[src/rtl/reg_file_pkg.sv]
// reg_file_pkg: shared constants, address-width helper and read-address type for the register file
package reg_file_pkg;
  localparam int DEF_WIDTH = 4;
  localparam int DEF_DEPTH = 8;
  localparam int DEF_NRD = 2;
  function automatic int addr_w(input int depth);
    return (depth > 1) ? $clog2(depth) : 1;
  endfunction
  localparam int DEF_AW = addr_w(DEF_DEPTH);
  typedef logic [DEF_NRD-1:0][DEF_AW-1:0] ra_arr_t;
endpackage

[src/rtl/mux_tree_np.sv]
// mux_tree_np: DEPTH:1 selector built from levels of 2:1 muxes; level k is steered by sel_i[k]
module mux_tree_np
  import reg_file_pkg::*;
#(
  parameter int WIDTH = DEF_WIDTH,
  parameter int DEPTH = DEF_DEPTH,
  localparam int AW = addr_w(DEPTH)
) (
  input  logic [DEPTH-1:0][WIDTH-1:0] data_i,
  input  logic [AW-1:0]               sel_i,
  output logic [WIDTH-1:0]            data_o
);
  for (genvar k = 0; k < AW; k++) begin : g_lvl
    logic [(DEPTH>>(k+1))-1:0][WIDTH-1:0] v;
    for (genvar j = 0; j < (DEPTH >> (k + 1)); j++) begin : g_mux
      if (k == 0) begin : g_in
        assign v[j] = sel_i[0] ? data_i[2*j+1] : data_i[2*j];
      end else begin : g_in
        assign v[j] = sel_i[k] ? g_lvl[k-1].v[2*j+1] : g_lvl[k-1].v[2*j];
      end
    end
  end
  assign data_o = g_lvl[AW-1].v[0];
endmodule

[src/rtl/reg_file_mux_np.sv]
// reg_file_mux_np: register file with one write port and NRD mux-tree read ports, optional bypass and read register
module reg_file_mux_np
  import reg_file_pkg::*;
#(
  parameter int WIDTH = DEF_WIDTH,
  parameter int DEPTH = DEF_DEPTH,
  parameter int NRD = DEF_NRD,
  parameter int REG_READ = 1,
  parameter int BYPASS = 1,
  parameter int ZERO_R0 = 0,
  localparam int AW = addr_w(DEPTH)
) (
  input  logic                       clk,
  input  logic                       reset,
  input  logic                       clear,
  input  logic                       we,
  input  logic [AW-1:0]              wa,
  input  logic [WIDTH-1:0]           wd,
  input  logic [NRD-1:0]             re,
  input  logic [NRD-1:0][AW-1:0]     ra,
  output logic [NRD-1:0][WIDTH-1:0]  rd,
  output logic [NRD-1:0]             rvalid
);
  if (DEPTH < 2 || (DEPTH & (DEPTH - 1)) != 0 || NRD < 1) begin : g_bad_cfg
    $fatal(1, "reg_file_mux_np: DEPTH must be a power of two >= 2 and NRD >= 1");
  end
  logic [DEPTH-1:0][WIDTH-1:0] regs_q, regs_d;
  logic                        wr_ok;
  // Register 0 is never written when hardwired, so it always reads back as 0.
  assign wr_ok = we && !clear && !(ZERO_R0 != 0 && wa == '0);
  always_comb begin
    regs_d = regs_q;
    if (clear) regs_d = '0;
    else if (wr_ok) regs_d[wa] = wd;
  end
  always_ff @(posedge clk or posedge reset) begin
    if (reset) regs_q <= '0;
    else regs_q <= regs_d;
  end
  for (genvar p = 0; p < NRD; p++) begin : g_port
    logic [WIDTH-1:0] tree, sel;
    logic             byp;
    mux_tree_np #(.WIDTH(WIDTH), .DEPTH(DEPTH)) u_mux (
      .data_i(regs_q),
      .sel_i (ra[p]),
      .data_o(tree)
    );
    assign byp = (BYPASS != 0) && wr_ok && re[p] && ra[p] == wa;
    assign sel = byp ? wd : tree;
    if (REG_READ != 0) begin : g_reg
      logic [WIDTH-1:0] rd_q, rd_d;
      logic             rv_q;
      assign rd_d = re[p] ? sel : rd_q;
      always_ff @(posedge clk or posedge reset) begin
        if (reset) begin
          rd_q <= '0;
          rv_q <= 1'b0;
        end else begin
          rd_q <= rd_d;
          rv_q <= re[p];
        end
      end
      assign rd[p] = rd_q;
      assign rvalid[p] = rv_q;
    end else begin : g_comb
      assign rd[p] = sel;
      assign rvalid[p] = re[p];
    end
  end
endmodule

[config.mk]
export PLATFORM = sky130hd
export DESIGN_NAME = reg_file_mux_np
export DESIGN_NICKNAME = d
export VERILOG_FILES = /design/src/rtl/reg_file_pkg.sv /design/src/rtl/mux_tree_np.sv /design/src/rtl/reg_file_mux_np.sv
export SDC_FILE = /design/constraint.sdc
export NUM_CORES = 1
export LEC_CHECK = 0
export CAP_MARGIN = 30
export CORE_AREA = 8 8 76 78
export CTS_CLUSTER_SIZE = 20
export DETAILED_ROUTE_END_ITERATION = 6
export DIE_AREA = 0 0 84 86
export PLACE_DENSITY = 0.82
export SETUP_SLACK_MARGIN = 0.3
export SLEW_MARGIN = 20
export SYNTH_ARGS = -nofsm -noshare
export SYNTH_HDL_FRONTEND = slang
export SYNTH_SLANG_ARGS = --single-unit
[constraint.sdc]
create_clock -name clk -period 2.11 [get_ports clk]
set_input_delay 0.422 -clock clk [delete_from_list [all_inputs] [get_ports clk]]
set_output_delay 0.422 -clock clk [all_outputs]
set_load 0.01 [all_outputs]
# Word-level counts from Yosys, hierarchy flattened
# Cells that the tools add are included.
# totals
ff_bits	42
latch_bits	0
ramBits	0
romBits	0
input_bits	19
n_memories	0
# op_classes
add_sub_neg	0
mul	0
div_mod_pow	0
order_cmp	2
eq_ne	2
shifts	0
muxes	21
n_bitwise	0
n_reduce_logical	8
# ops
op	n
2-to-1 mux 4 bit	17
2-to-1 mux 32 bit	2
bitwise mux 32 bit	1
demux 4 bit (select 3 bit)	1
== test 3 bit	2
logical AND 1 bit	6
less-than comparator 3 x 4 -> 1 bit, second input constant	1
>= comparator 3 x 1 -> 1 bit, second input constant	1
nonzero test 2 bit	1
logical NOT 1 bit	1

# Depth between registers and ports, before layout
# depth
word_depth	7
ltp_mapped	5
mapped_depth_nobuf	4

# By module
# From an unflattened synthesis, not the netlist that was laid out.
# hier_totals
cells_unflattened	212
hier_area_um2	2588.7
# by_module_without_submodules
mod	instances	cells_per_inst	area_each_um2	seq_area_each_um2
reg_file_mux_np	1	184	2048.2	1051.0
mux_tree_np	2	14	270.3	0.0

# Least setup slack after synthesis
# Ideal clock, no wire load.
# synth_timing
path_kind	input to register
from	input wa[2]
to	register g_port[0].g_reg.rd_q[0]
setup_time_ns	0.125
arrival_ns	1.876
path_slack_ns	0.109
path_stages	5
path_cell_list	clkbuf_1 > xor2_1 > nor4_2 > mux2_2 > mux2_2
# synth_via
elab_chain_len	3
# synth_rtl
item	line	rtl
from (decl)	reg_file_mux_np.sv:17	input logic [AW-1:0] wa,
== test 3 bit	reg_file_mux_np.sv:48	assign byp = (BYPASS != 0) && wr_ok && re[p] && ra[p] == wa;
logical AND 1 bit	reg_file_mux_np.sv:48	
2-to-1 mux 4 bit	reg_file_mux_np.sv:49	assign sel = byp ? wd : tree;
to (signal assigned)	reg_file_mux_np.sv:59	rd_q <= rd_d;
to (decl)	reg_file_mux_np.sv:51	logic [WIDTH-1:0] rd_q, rd_d;
# No other way between the ends.
# A chain may end at the register's enable or synchronous reset.

# Worst setup path after layout
# layout_timing
from	input ra[1] (netlist name)
to	register g_port[0].g_reg.rd_q[3]
# layout_via
elab_chain_len	3
elab_cells_between_ends	6
classes_between	eq/ne: 1; mux: 4; reduce/logical: 1
# layout_rtl
item	line	rtl
from (decl)	reg_file_mux_np.sv:20	input logic [NRD-1:0][AW-1:0] ra,
== test 3 bit or 2-to-1 mux 4 bit (tied branches)	reg_file_mux_np.sv:48, mux_tree_np.sv:19	
logical AND 1 bit or 2-to-1 mux 4 bit (tied branches)	reg_file_mux_np.sv:48, mux_tree_np.sv:19	
2-to-1 mux 4 bit (*)	reg_file_mux_np.sv:49	
# Mark *: on every way between the ends. The rest lies on a longest branch, timed or not.

==> summary.md <==
| Metric | Value |
|---|---|
| Antenna-violating nets left | `0` |
| Syn Inst Count | `~190` |
| Top cell type's share of synthesized area | `a little over two fifths` |
| DP Worst Slack | `-0.406 ns` |
| Vias in the first global route | `about 1900` |
| Headroom to the max-slew limit | `about 64%` |
| Final slew viol count | `0` |
| First drt pass iteration count | `4` |
| Layout cells sized above 1 | `around two fifths` |
| Initial Util | `a little over half` |
| HPWL Detailed | `about 4.4 mm` |
| F_max | `between 0.5 and 0.6 GHz` |
| Comb pwr share | `about a fifth` |
| Diode count | `0` |
| Nets | `260` |
| I/O Pins | `29` |
| #FFs+latches synth | `42` |
| CP arrival | `approximately 2 ns` |
| Final setup violation count | `0` |
| Synth cell count leaders | `42 x dfrtp_1, 32 x mux2i_1, 32 x nor2_1, 24 x mux2_2, 16 x mux4_1` |
| Yosys warning count | `0` |
| Final GP Congestion | `0.915` |
| EDFF count, synth | `0` |
| Largest buffer count on any clock path | `2` |
| Avg Synthesized Cell Area | `13.3 µm²` |
| Worst-margin pin slew | `about 0.54 ns` |
| Final hold violations | `0` |
| Initial antenna violation count | `0` |
| TritonCTS Buffers | `5` |
| DR WL/cell | `20.7 µm` |
| Clock transition at the registers of the reported paths | `approximately 0.08 ns` |
| Layout area overhead | `28.5%` |
| Ys flop type | `dfrtp_1` |
| Std cell rows | `25` |
| Fin crit period | `1.81 ns` |
| Count leader, synth | `dfrtp_1` |
| Peak supply drop | `approximately 0.00038 V` |
| First-pass GRT wire length | `9.87 mm` |
| Setup CP Type | `in2reg` |
| Filler cells | `311` |
| Register area | `0.00105 mm²` |
| Leak | `approximately 1.5 nW` |
| CTS tree | `built` |
| Final cell count without fillers | `295` |
| DRC viols | `0` |
| Leading area contributor after synthesis | `dfrtp_1` |
| Ys async rst share | `between 90% and 100%` |
| Fin area | `0.00316 mm²` |
| RSZ-0062 raised after global routing | `yes` |
| Core box area | `~0.0046 mm²` |
| GR Util All Layers | `~18%` |
| Post-DP Area | `about 0.003 mm²` |
| R2R Setup Slk | `0.32 ns` |
| Sw Ratio | `25.6%` |
| Die width | `between 80 and 90 µm` |
| Worst Setup End Kind | `register` |
| Seq pwr share | `between 50% and 60%` |
| Area of the multi-input gates | `between 0.001 and 0.0015 mm²` |
| Sink Count | `42` |
| Largest net degree at the start of global routing | `43` |
| Inst Count DP | `283` |
| Synth Net Count | `slightly above 200` |
| Clk pwr share | `29.8%` |
| Total Wirelength | `6.12 mm` |
| Critical path launch point type | `input pin` |
| Clock skew | `around 0.0066 ns` |
| Top cells by area, synth | `dfrtp_1 43%, mux4_1 17%, mux2i_1 13%` |
| Global route overflow | `0` |
| Die area | `0.00722 mm²` |
| Seq/Total Area, Yosys | `42.7%` |
| Final WS setup | `slightly below 0.3 ns` |
| Yosys cell types | `18` |
| # port buffers | `28` |
| WP data required | `between 2 and 2.5 ns` |
| Hold-fix buffers at CTS | `0` |
| Die H | `86 µm` |
| Cell Int Power | `1.21 mW` |
| Part of the cycle the worst path needs | `between 80% and 90%` |
| Total Neg Setup Slack | `0 ns` |
| Hold Crit Class | `reg2reg` |
| Via-per-instance ratio | `slightly below 6` |
| Max FO, Critical Path | `4` |
| Max-cap violations | `0` |
| Synth Cell Area | `0.00246 mm²` |
| Vias | `between 1500 and 2000` |
| Root Buffer | `clkbuf_8` |
| Clock Latency Late Sink | `0.30 ns` |
| Power per cell area | `a little over 500 mW/mm²` |
| Psw | `roughly 420 µW` |
| H-Tree Depth | `2` |
| Outcome | `finished, final reports clean` |
| Iteration-0 DRC Markers | `between 100 and 150` |
## cells by family after synthesis
logic type / after synthesis / synth area share [%]
mux: 72 / 41.1
simple gates: 46 / 9.66
flops: 42 / 42.7
buf+inv: 19 / 4.42
xor+xnor: 6 / 2.14
## metrics by stage
step	power (mW)	util [%]	hold WS, ns
after floorplan	1.02	-	0.453
after CTS	1.64	68.3	0.515
after detailed placement	1.13	63.7	0.496
after global placement	1.13	63.7	0.492
after global routing	1.70	68.8	0.524
final	1.63	68.8	0.510
## layout make-up
| cell class | instances | area share [%] |
|---|---|---|
| sequential | 42 | 33.2 |
| timing repair buffer | 67 | 18.8 |
| tap | 54 | 2.14 |
| inverter | 1 | 0.119 |
| multi-input combinational | 124 | 43.4 |
| clock buffer | 7 | 2.41 |
## path summary, 6_finish.rpt
check,startpoint,to,cells past startpoint
min in group asynchronous,reset,g_port[0].g_reg.rd_q[3]$_DFFE_PP0P_,3
worst max register to register,regs_q[21]$_DFFE_PP0P_,g_port[0].g_reg.rd_q[1]$_DFFE_PP0P_,4
worst min-delay path,g_port[1].g_reg.rd_q[3]$_DFFE_PP0P_,g_port[1].g_reg.rd_q[3]$_DFFE_PP0P_,1
max in group asynchronous,reset,g_port[0].g_reg.rd_q[2]$_DFFE_PP0P_,3
worst min register to register,g_port[1].g_reg.rd_q[3]$_DFFE_PP0P_,g_port[1].g_reg.rd_q[3]$_DFFE_PP0P_,1
worst max-delay path,ra[1],g_port[0].g_reg.rd_q[3]$_DFFE_PP0P_,5
## what timing repair did
item,CTS,global route
endpoints found under the setup margin,8,8
pin swaps,3,1
buffers inserted,4,1
resized for setup,52,5
## critical path, cell delays in order
cell and delay (ns):
clkdlybuf4s50_1 0.53, buf_4 0.18, mux2_2 0.34, mux2_4 0.27, mux2_2 0.26
## placed cells by master, fill, tap and decap left out, drive strengths merged, types with 3 or more instances in the layout
cell | netlist | layout
buf | 6 | 43
dfrtp | 42 | 42
mux2i | 32 | 32
nor2 | 32 | 32
mux2 | 24 | 24
mux4 | 16 | 16
clkdlybuf4s50 | 0 | 16
clkbuf | 12 | 7
dlygate4sd2 | 0 | 6
xor2 | 6 | 6
nand4b | 3 | 3
## flip-flops by register name, summed over array words and instances (netlist names)
signal             cells
g_port.g_reg.rd_q      8
g_port.g_reg.rv_q      2
regs_q                32
## layer usage
metal	GRT usage, %	part of all wire [%]	vias up
met5	0	0	-
met4	9.73	3.9	0
met3	4.45	6.4	18
met2	30.5	51	60
met1	20.6	39	866
li1	-	-	766
## power groups by stage
stage	logic (mW)	registers (mW)	clock network, mW
3_3_place_gp	0.274	0.855	0
3_5_place_dp	0.278	0.856	0
6_report	0.303	0.841	0.485
4_1_cts	0.300	0.840	0.496
5_1_grt	0.323	0.843	0.537
2_1_floorplan	0.163	0.854	0
No activity file was read; power rests on OpenSTA's default activity.
